[config.mk]
export PLATFORM = sky130hd
export DESIGN_NAME = win_out_at_flat
export DESIGN_NICKNAME = d
export VERILOG_FILES = /design/src/rtl/win_out_at_pkg.sv /design/src/rtl/win_out_at_if.sv /design/src/rtl/win_at_row.sv /design/src/rtl/win_out_at.sv /design/src/flat_wrapper.sv
export SDC_FILE = /design/constraint.sdc
export NUM_CORES = 2
export LEC_CHECK = 0
export CORE_MARGIN = 1
export CORE_UTILIZATION = 35
export CTS_BUF_LIST = sky130_fd_sc_hd__clkbuf_2 sky130_fd_sc_hd__clkbuf_4 sky130_fd_sc_hd__clkbuf_8
export DETAILED_ROUTE_END_ITERATION = 12
export SLEW_MARGIN = 30
export SYNTH_ARGS = -nofsm -noshare
export SYNTH_HDL_FRONTEND = slang
export SYNTH_SLANG_ARGS = --single-unit
[constraint.sdc]
create_clock -name clk -period 4.5 [get_ports clk]
set_input_delay 0.9 -clock clk [delete_from_list [all_inputs] [get_ports clk]]
set_output_delay 0.9 -clock clk [all_outputs]
set_load 0.005 [all_outputs]
[src/rtl/win_out_at_pkg.sv]
// Shared definitions for the Winograd F(2,3) output-transform stage.
// Latency: n/a (constants, types and helpers only).
// Backpressure: n/a.
package win_out_at_pkg;

  // end_signal encodings: Finish marks the cycle after a result is consumed
  localparam logic Finish   = 1'b1;
  localparam logic UnFinish = 1'b0;

  // FSM state encodings
  typedef logic [2:0] state_t;
  localparam state_t ST_IDLE = 3'd0;
  localparam state_t ST_STG1 = 3'd1;
  localparam state_t ST_STG2 = 3'd2;
  localparam state_t ST_ACC  = 3'd3;
  localparam state_t ST_OUT  = 3'd4;

  // A-matrix row combinations over operands {a,b,c,d} (bit 3 = a, bit 0 = d).
  // USE selects which operands take part, NEG selects which are subtracted.
  // s1 = a + b + c
  localparam logic [3:0] A_S1_USE = 4'b1110;
  localparam logic [3:0] A_S1_NEG = 4'b0000;
  // s2 = b - c - d
  localparam logic [3:0] A_S2_USE = 4'b0111;
  localparam logic [3:0] A_S2_NEG = 4'b0011;

endpackage

[src/rtl/win_out_at_if.sv]
// Tile-in / result-out bus of the Winograd output-transform stage.
// Latency: n/a (signal bundle only).
// Backpressure: in_valid/in_ready on the tile side, out_valid/out_ready on the result side.
interface win_out_at_if #(
  parameter int DW = 16,
  parameter int AW = 32
);
  logic            in_valid;
  logic            in_ready;
  logic            first_tile;
  logic            last_tile;
  logic [4*DW-1:0] m_row1;
  logic [4*DW-1:0] m_row2;
  logic [4*DW-1:0] m_row3;
  logic [4*DW-1:0] m_row4;
  logic [2*AW-1:0] y_row1;
  logic [2*AW-1:0] y_row2;
  logic            out_valid;
  logic            out_ready;
  logic            overflow;
  logic            end_signal;

  // Block side
  modport slave (
    input  in_valid, first_tile, last_tile, m_row1, m_row2, m_row3, m_row4, out_ready,
    output in_ready, y_row1, y_row2, out_valid, overflow, end_signal
  );

  // Producer / consumer side
  modport master (
    output in_valid, first_tile, last_tile, m_row1, m_row2, m_row3, m_row4, out_ready,
    input  in_ready, y_row1, y_row2, out_valid, overflow, end_signal
  );
endinterface

[src/rtl/win_at_row.sv]
// Combinational 4->2 Winograd output combiner: s1 = a+b+c, s2 = b-c-d.
// Latency: 0 cycles (purely combinational).
// Backpressure: none.
module win_at_row
  import win_out_at_pkg::*;
#(
  parameter int W = 16
) (
  input  logic signed [W-1:0] a_i,
  input  logic signed [W-1:0] b_i,
  input  logic signed [W-1:0] c_i,
  input  logic signed [W-1:0] d_i,
  output logic signed [W+1:0] s1_o,
  output logic signed [W+1:0] s2_o
);

  logic signed [W+1:0] xa, xb, xc, xd;

  // One operand's contribution: dropped, added or subtracted.
  // Operands are sign-extended from W bits, so negation cannot overflow W+2.
  function automatic logic signed [W+1:0] term(input logic signed [W+1:0] v,
                                              input logic use_b,
                                              input logic neg_b);
    if (!use_b) return '0;
    return neg_b ? -v : v;
  endfunction

  assign xa = {{2{a_i[W-1]}}, a_i};
  assign xb = {{2{b_i[W-1]}}, b_i};
  assign xc = {{2{c_i[W-1]}}, c_i};
  assign xd = {{2{d_i[W-1]}}, d_i};

  // Three operands of magnitude <= 2^(W-1) always fit in W+2 signed bits.
  assign s1_o = term(xa, A_S1_USE[3], A_S1_NEG[3]) + term(xb, A_S1_USE[2], A_S1_NEG[2])
              + term(xc, A_S1_USE[1], A_S1_NEG[1]) + term(xd, A_S1_USE[0], A_S1_NEG[0]);
  assign s2_o = term(xa, A_S2_USE[3], A_S2_NEG[3]) + term(xb, A_S2_USE[2], A_S2_NEG[2])
              + term(xc, A_S2_USE[1], A_S2_NEG[1]) + term(xd, A_S2_USE[0], A_S2_NEG[0]);

endmodule

[src/rtl/win_out_at.sv]
// Winograd F(2,3) output transform Y = At*M*A with cross-channel accumulation.
// Latency: accept at edge E, result presented after edge E+3, consumed at E+4 earliest.
// Backpressure: in_ready only in IDLE; OUT holds the result until out_ready.
module win_out_at
  import win_out_at_pkg::*;
#(
  parameter int DW = 16,
  parameter int AW = 32
) (
  input logic         clk,
  input logic         rst_n,
  win_out_at_if.slave bus
);

  state_t               state_q, state_d;
  logic                 in_ready_q;
  logic                 first_q, last_q;
  logic                 ovf_q, ovf_d;
  logic                 end_q, end_d;
  logic                 accept;
  logic signed [DW-1:0] m_q   [4][4];
  logic signed [DW+1:0] t_w   [2][4];
  logic signed [DW+1:0] t_q   [2][4];
  logic signed [DW+3:0] y_w   [2][2];
  logic signed [DW+3:0] y_q   [2][2];
  logic signed [AW-1:0] acc_q [2][2];
  logic signed [AW-1:0] acc_n [2][2];
  logic [3:0]           ovf_e;
  logic [2*AW-1:0]      y_row1_q, y_row1_d;
  logic [2*AW-1:0]      y_row2_q, y_row2_d;

  assign accept = (state_q == ST_IDLE) && bus.in_valid && in_ready_q;

  // First pass: T = At*M, one combiner per column of M
  for (genvar gj = 0; gj < 4; gj++) begin : g_stg1
    win_at_row #(.W(DW)) u_col (
      .a_i  (m_q[0][gj]),
      .b_i  (m_q[1][gj]),
      .c_i  (m_q[2][gj]),
      .d_i  (m_q[3][gj]),
      .s1_o (t_w[0][gj]),
      .s2_o (t_w[1][gj])
    );
  end

  // Second pass: Y = T*A, one combiner per row of T
  for (genvar gi = 0; gi < 2; gi++) begin : g_stg2
    win_at_row #(.W(DW + 2)) u_row (
      .a_i  (t_q[gi][0]),
      .b_i  (t_q[gi][1]),
      .c_i  (t_q[gi][2]),
      .d_i  (t_q[gi][3]),
      .s1_o (y_w[gi][0]),
      .s2_o (y_w[gi][1])
    );
  end

  // Accumulate adds; a first tile starts from zero so it can never flag overflow
  for (genvar gi = 0; gi < 2; gi++) begin : g_acc_r
    for (genvar gj = 0; gj < 2; gj++) begin : g_acc_c
      logic signed [AW-1:0] base;
      logic signed [AW-1:0] addend;
      assign base   = first_q ? '0 : acc_q[gi][gj];
      assign addend = AW'(y_q[gi][gj]);
      assign acc_n[gi][gj] = base + addend;
      assign ovf_e[gi*2 + gj] = (base[AW-1] == addend[AW-1]) &&
                                (acc_n[gi][gj][AW-1] != base[AW-1]);
    end
  end

  // Next-state logic: FSM sequencing, sticky overflow, result capture, end pulse
  always_comb begin
    state_d  = state_q;
    ovf_d    = ovf_q;
    y_row1_d = y_row1_q;
    y_row2_d = y_row2_q;
    end_d    = UnFinish;
    case (state_q)
      ST_IDLE: if (accept) state_d = ST_STG1;
      ST_STG1: state_d = ST_STG2;
      ST_STG2: state_d = ST_ACC;
      ST_ACC: begin
        ovf_d = (first_q ? 1'b0 : ovf_q) | (|ovf_e);
        if (last_q) begin
          y_row1_d = {acc_n[0][0], acc_n[0][1]};
          y_row2_d = {acc_n[1][0], acc_n[1][1]};
          state_d  = ST_OUT;
        end else begin
          state_d  = ST_IDLE;
        end
      end
      ST_OUT: begin
        if (bus.out_ready) begin
          state_d = ST_IDLE;
          end_d   = Finish;
        end
      end
      default: state_d = ST_IDLE;
    endcase
  end

  // State and datapath registers; reset discards any partial tile and the accumulator
  always_ff @(posedge clk or negedge rst_n) begin
    if (!rst_n) begin
      state_q    <= ST_IDLE;
      in_ready_q <= 1'b0;
      first_q    <= 1'b0;
      last_q     <= 1'b0;
      ovf_q      <= 1'b0;
      end_q      <= UnFinish;
      y_row1_q   <= '0;
      y_row2_q   <= '0;
      m_q        <= '{default: '0};
      t_q        <= '{default: '0};
      y_q        <= '{default: '0};
      acc_q      <= '{default: '0};
    end else begin
      state_q    <= state_d;
      in_ready_q <= (state_d == ST_IDLE);
      ovf_q      <= ovf_d;
      end_q      <= end_d;
      y_row1_q   <= y_row1_d;
      y_row2_q   <= y_row2_d;
      if (accept) begin
        first_q <= bus.first_tile;
        last_q  <= bus.last_tile;
        for (int j = 0; j < 4; j++) begin
          m_q[0][j] <= bus.m_row1[(3-j)*DW +: DW];
          m_q[1][j] <= bus.m_row2[(3-j)*DW +: DW];
          m_q[2][j] <= bus.m_row3[(3-j)*DW +: DW];
          m_q[3][j] <= bus.m_row4[(3-j)*DW +: DW];
        end
      end
      if (state_q == ST_STG1) t_q <= t_w;
      if (state_q == ST_STG2) y_q <= y_w;
      if (state_q == ST_ACC)  acc_q <= acc_n;
    end
  end

  assign bus.in_ready   = in_ready_q;
  assign bus.out_valid  = (state_q == ST_OUT);
  assign bus.y_row1     = y_row1_q;
  assign bus.y_row2     = y_row2_q;
  assign bus.overflow   = ovf_q;
  assign bus.end_signal = end_q;

endmodule
[src/flat_wrapper.sv]
// flat-port wrapper written by rule: the top's interface ports become plain ports
module win_out_at_flat import win_out_at_pkg::*;
#(
  parameter int DW = 16,
  parameter int AW = 32
)
  (clk, rst_n, bus_in_valid, bus_first_tile, bus_last_tile, bus_m_row1, bus_m_row2, bus_m_row3, bus_m_row4, bus_out_ready, bus_in_ready, bus_y_row1, bus_y_row2, bus_out_valid, bus_overflow, bus_end_signal);
  win_out_at_if #(.DW(DW), .AW(AW)) bus_i ();
  input logic clk;
  input logic rst_n;
  input wire logic [$bits(bus_i.in_valid)-1:0] bus_in_valid;
  input wire logic [$bits(bus_i.first_tile)-1:0] bus_first_tile;
  input wire logic [$bits(bus_i.last_tile)-1:0] bus_last_tile;
  input wire logic [$bits(bus_i.m_row1)-1:0] bus_m_row1;
  input wire logic [$bits(bus_i.m_row2)-1:0] bus_m_row2;
  input wire logic [$bits(bus_i.m_row3)-1:0] bus_m_row3;
  input wire logic [$bits(bus_i.m_row4)-1:0] bus_m_row4;
  input wire logic [$bits(bus_i.out_ready)-1:0] bus_out_ready;
  output wire logic [$bits(bus_i.in_ready)-1:0] bus_in_ready;
  output wire logic [$bits(bus_i.y_row1)-1:0] bus_y_row1;
  output wire logic [$bits(bus_i.y_row2)-1:0] bus_y_row2;
  output wire logic [$bits(bus_i.out_valid)-1:0] bus_out_valid;
  output wire logic [$bits(bus_i.overflow)-1:0] bus_overflow;
  output wire logic [$bits(bus_i.end_signal)-1:0] bus_end_signal;
  assign bus_i.in_valid = bus_in_valid;
  assign bus_i.first_tile = bus_first_tile;
  assign bus_i.last_tile = bus_last_tile;
  assign bus_i.m_row1 = bus_m_row1;
  assign bus_i.m_row2 = bus_m_row2;
  assign bus_i.m_row3 = bus_m_row3;
  assign bus_i.m_row4 = bus_m_row4;
  assign bus_i.out_ready = bus_out_ready;
  assign bus_in_ready = bus_i.in_ready;
  assign bus_y_row1 = bus_i.y_row1;
  assign bus_y_row2 = bus_i.y_row2;
  assign bus_out_valid = bus_i.out_valid;
  assign bus_overflow = bus_i.overflow;
  assign bus_end_signal = bus_i.end_signal;
  win_out_at #(.DW(DW), .AW(AW)) u_core (.clk(clk), .rst_n(rst_n), .bus(bus_i));
endmodule
==> impl_metrics.tcl <==
set metrics [dict create \
    status "finished clean" \
    worst_pin_slew_ps 820 \
    r2r-end "u_core.acc_q[127]" \
    end_kind "register" \
    multi_input_area_um2 26700 \
    yosysSeqAreaShare_pct 39.5 \
    slowest_stage "dfrtp_4" \
    fin_worst_skew_ps 27.3 \
    grt_pass1_wl_um 208000 \
    overflow 0 \
    finalNonFillerCells 7048 \
    placed_area_um2 53200 \
    synth_seq_cells 744 \
    period_minus_slack_ps 3900 \
    synthCells 4744 \
    whs_ps 471 \
    synth_edf_count 0 \
    ant_nets 0 \
    slowest_delay_ps 730 \
    rows 134 \
    drcViolationCount 0 \
    cts_tree "built" \
    synthArstFlopShare_pct 100 \
    via_count 35000 \
    holdPathStages 2 \
    reg2reg_from "u_core.first_q" \
    wl_per_cell_um 19.0 \
    setup_tns_ps 0 \
    core_area_um2 133000 \
    clock-sinks 744 \
    numCtsBuffers 142 \
    clkTransAtPathRegs_ps 60 \
    clkLatencyLatePin_ps 850 \
    synth_fp_nets 5550 \
    maxCapViolations 0 \
    finalSetupViolations 0 \
    rsz0062_at_grt "false" \
    die_area_um2 136000 \
    period_share_pct 86.6 \
    relSlewSlack_pct 45.3 \
    hold_path_class "register to register" \
    drive_gt1_share_pct 11.6 \
    critPathRequiredTime_ps 5220 \
    port_buffers 393 \
    drtIter0Drc 1952 \
    cts_root_buffer "clkbuf_8" \
    ios 394 \
    placed_cells 6791 \
    fmax_mhz 257 \
    grt_usage_pct 19.8 \
    seq_area_um2 18600 \
    first_pass_iters 7 \
    hold_path.startpoint "u_core.acc_q[52]" \
    synth.avg_cell_area_um2 9.94 \
    rrSetupSlack_ps 600 \
    die_x_um 369 \
    synth_cell_type_count 83 \
    grt_pass1_vias 35600 \
    hold_viol_final 0 \
    ys.flop_type "dfrtp_1" \
    fillers 13000 \
    dpl.hpwl_um 106000 \
    viasPerCell 4.96 \
    yosys_warnings 0 \
    wl_um 134000 \
    cp_max_fo 39 \
    post_cts.repair.setup_buffers 0 \
    grt_max_degree 110 \
    initial_core_util_pct 35.3 \
    gp_congestion 0.893 \
    antenna_found_initial 4 \
    holdPathEnd "u_core.acc_q[52]" \
    worst_setup_path_start_kind "register" \
    htreeDepth 4 \
    fin_area_um2 56400 \
    syn_to_final_growth_pct 19.6 \
    worstSetupPathType "register to register" \
    clockBufferDepth 3 \
    crit_chain "buf_4, nor2b_1, ha_1, a21o_1, a21o_1, a21o_1, a211oi_1, o21bai_1, a211o_1, o21ai_1, xor2_1, nor2_1, a221o_1" \
    die_y_um 369 \
    drv_slew 0 \
    path_common_cell "a21o_1" \
    syn_area_um2 47100 \
    worstRegToRegCells 13 \
    fin_nets 5974 \
    arrival_ps 4610 \
]
## flip-flops by register name (all words and copies together), names as in the netlist
name / flops
u_core.state_q: 3
u_core.bus.overflow: 1
u_core.g_acc_r.g_acc_c.addend: 80
u_core.last_q: 1
u_core.first_q: 1
u_core.t_q: 144
u_core.bus.y_row2: 64
u_core.acc_q: 128
u_core.bus.end_signal: 1
u_core.bus.y_row1: 64
u_core.bus.in_ready: 1
u_core.m_q: 256
## Yosys cell counts, types with 45 or more instances
cell type    n  area share [%]
nor2_1     166             1.3
dfrtp_1    744              39
fa_1       210             8.9
xor2_1     133             2.5
nor2b_1    159             2.1
a21oi_1    226             2.4
inv_1      323             2.6
o21ai_1     66            0.70
a21o_1     104             1.7
o21ai_0    443             4.7
nor3_1      62            0.66
nand3_1     92            0.98
mux2_2     262             6.3
ha_1       334             8.9
xnor2_1    132             2.5
nand2_1    655             5.2
o21bai_1    45            0.72
clkbuf_1   153             1.2
## layout by cell type (no fill, tap or decap), types with 15 or more instances in the layout
| master | count |
|---|---|
| nand2b_1 | 24 |
| clkdlybuf4s50_1 | 392 |
| dfrtp_1 | 743 |
| buf_4 | 30 |
| nand2_1 | 653 |
| a31oi_1 | 18 |
| o31ai_1 | 21 |
| o21ai_0 | 443 |
| nand3_1 | 92 |
| a21oi_1 | 226 |
| xnor2_1 | 132 |
| nor3_1 | 62 |
| buf_12 | 15 |
| a211o_1 | 19 |
| clkinv_2 | 22 |
| and3_1 | 21 |
| inv_1 | 323 |
| mux2_2 | 262 |
| a21o_1 | 104 |
| o21a_1 | 41 |
| fa_1 | 210 |
| nor3b_1 | 18 |
| o2111ai_1 | 16 |
| a211oi_1 | 23 |
| nor2_1 | 166 |
| or3_1 | 21 |
| ha_1 | 334 |
| clkbuf_4 | 38 |
| clkbuf_8 | 171 |
| nor2b_1 | 159 |
| o21bai_1 | 45 |
| o21ai_1 | 66 |
| xor2_1 | 133 |
## area by class of cell
| class | instances | share of cell area (%) |
|---|---|---|
| Timing Repair Buffer | 440 | 7.95 |
| Clock buffer | 209 | 4.68 |
| Antenna cell | 5 | 0.0222 |
| Clock inverter | 42 | 0.845 |
| Tap cell | 1768 | 3.92 |
| Inverter | 324 | 2.16 |
| Sequential cell | 744 | 33.0 |
| Multi-Input combinational cell | 3516 | 47.4 |
## worst max path at each step
stage	from	end	slack [ps]	cells after the start
3_3_place_gp	u_core.first_q	u_core.bus.overflow	620	13
4_1_cts	u_core.first_q	u_core.bus.overflow	540	13
6_report	u_core.first_q	u_core.acc_q[127]	600	13
2_1_floorplan	u_core.first_q	u_core.bus.y_row2[28]	480	16
3_5_place_dp	u_core.first_q	u_core.bus.overflow	570	13
5_1_grt	u_core.first_q	u_core.bus.overflow	270	13
## critical path, delay by kind of cell (launching register included)
kind / cells / cell delay [ps]
AO/OA/AOI/OAI: 8 / 1850
XOR/XNOR: 1 / 310
adder cells (fa/ha/maj): 1 / 380
buffers and inverters: 1 / 330
flip-flops: 1 / 730
AND/OR/NAND/NOR: 2 / 170
## logic make-up after synthesis
kind of cell	Yosys count	share of synthesized area, %
XOR/XNOR	265	4.92
AND/OR/NAND/NOR	1299	12.7
adder cells (fa/ha/maj)	544	17.8
multiplexers	272	6.47
flip-flops	744	39.5
AO/OA/AOI/OAI	1136	14.7
buffers and inverters	484	3.85
## through the flow
| stage | setup WS (ps) | util [%] |
|---|---|---|
| floorplan | 484 | - |
| global route | 272 | 42.3 |
| detailed placement | 572 | 39.9 |
| finish | 602 | 42.3 |
| global placement | 619 | 39.9 |
| CTS | 535 | 42.2 |
## metal layers
layer / part of all wire [%] / GRT usage [%]
met1: 46 / 26.7
met2: 47 / 32.3
met3: 4.0 / 3.16
met4: 2.7 / 6.63
met5: 0.023 / 0
## timing repair
action,CTS,global route
endpoints found under the hold margin,47,0
gates resized for setup,0,0
hold buffers,1,0
Power is left out: the tool's default activity adds up to more than one toggle a clock period on the data nets, which glitch-free logic cannot reach.
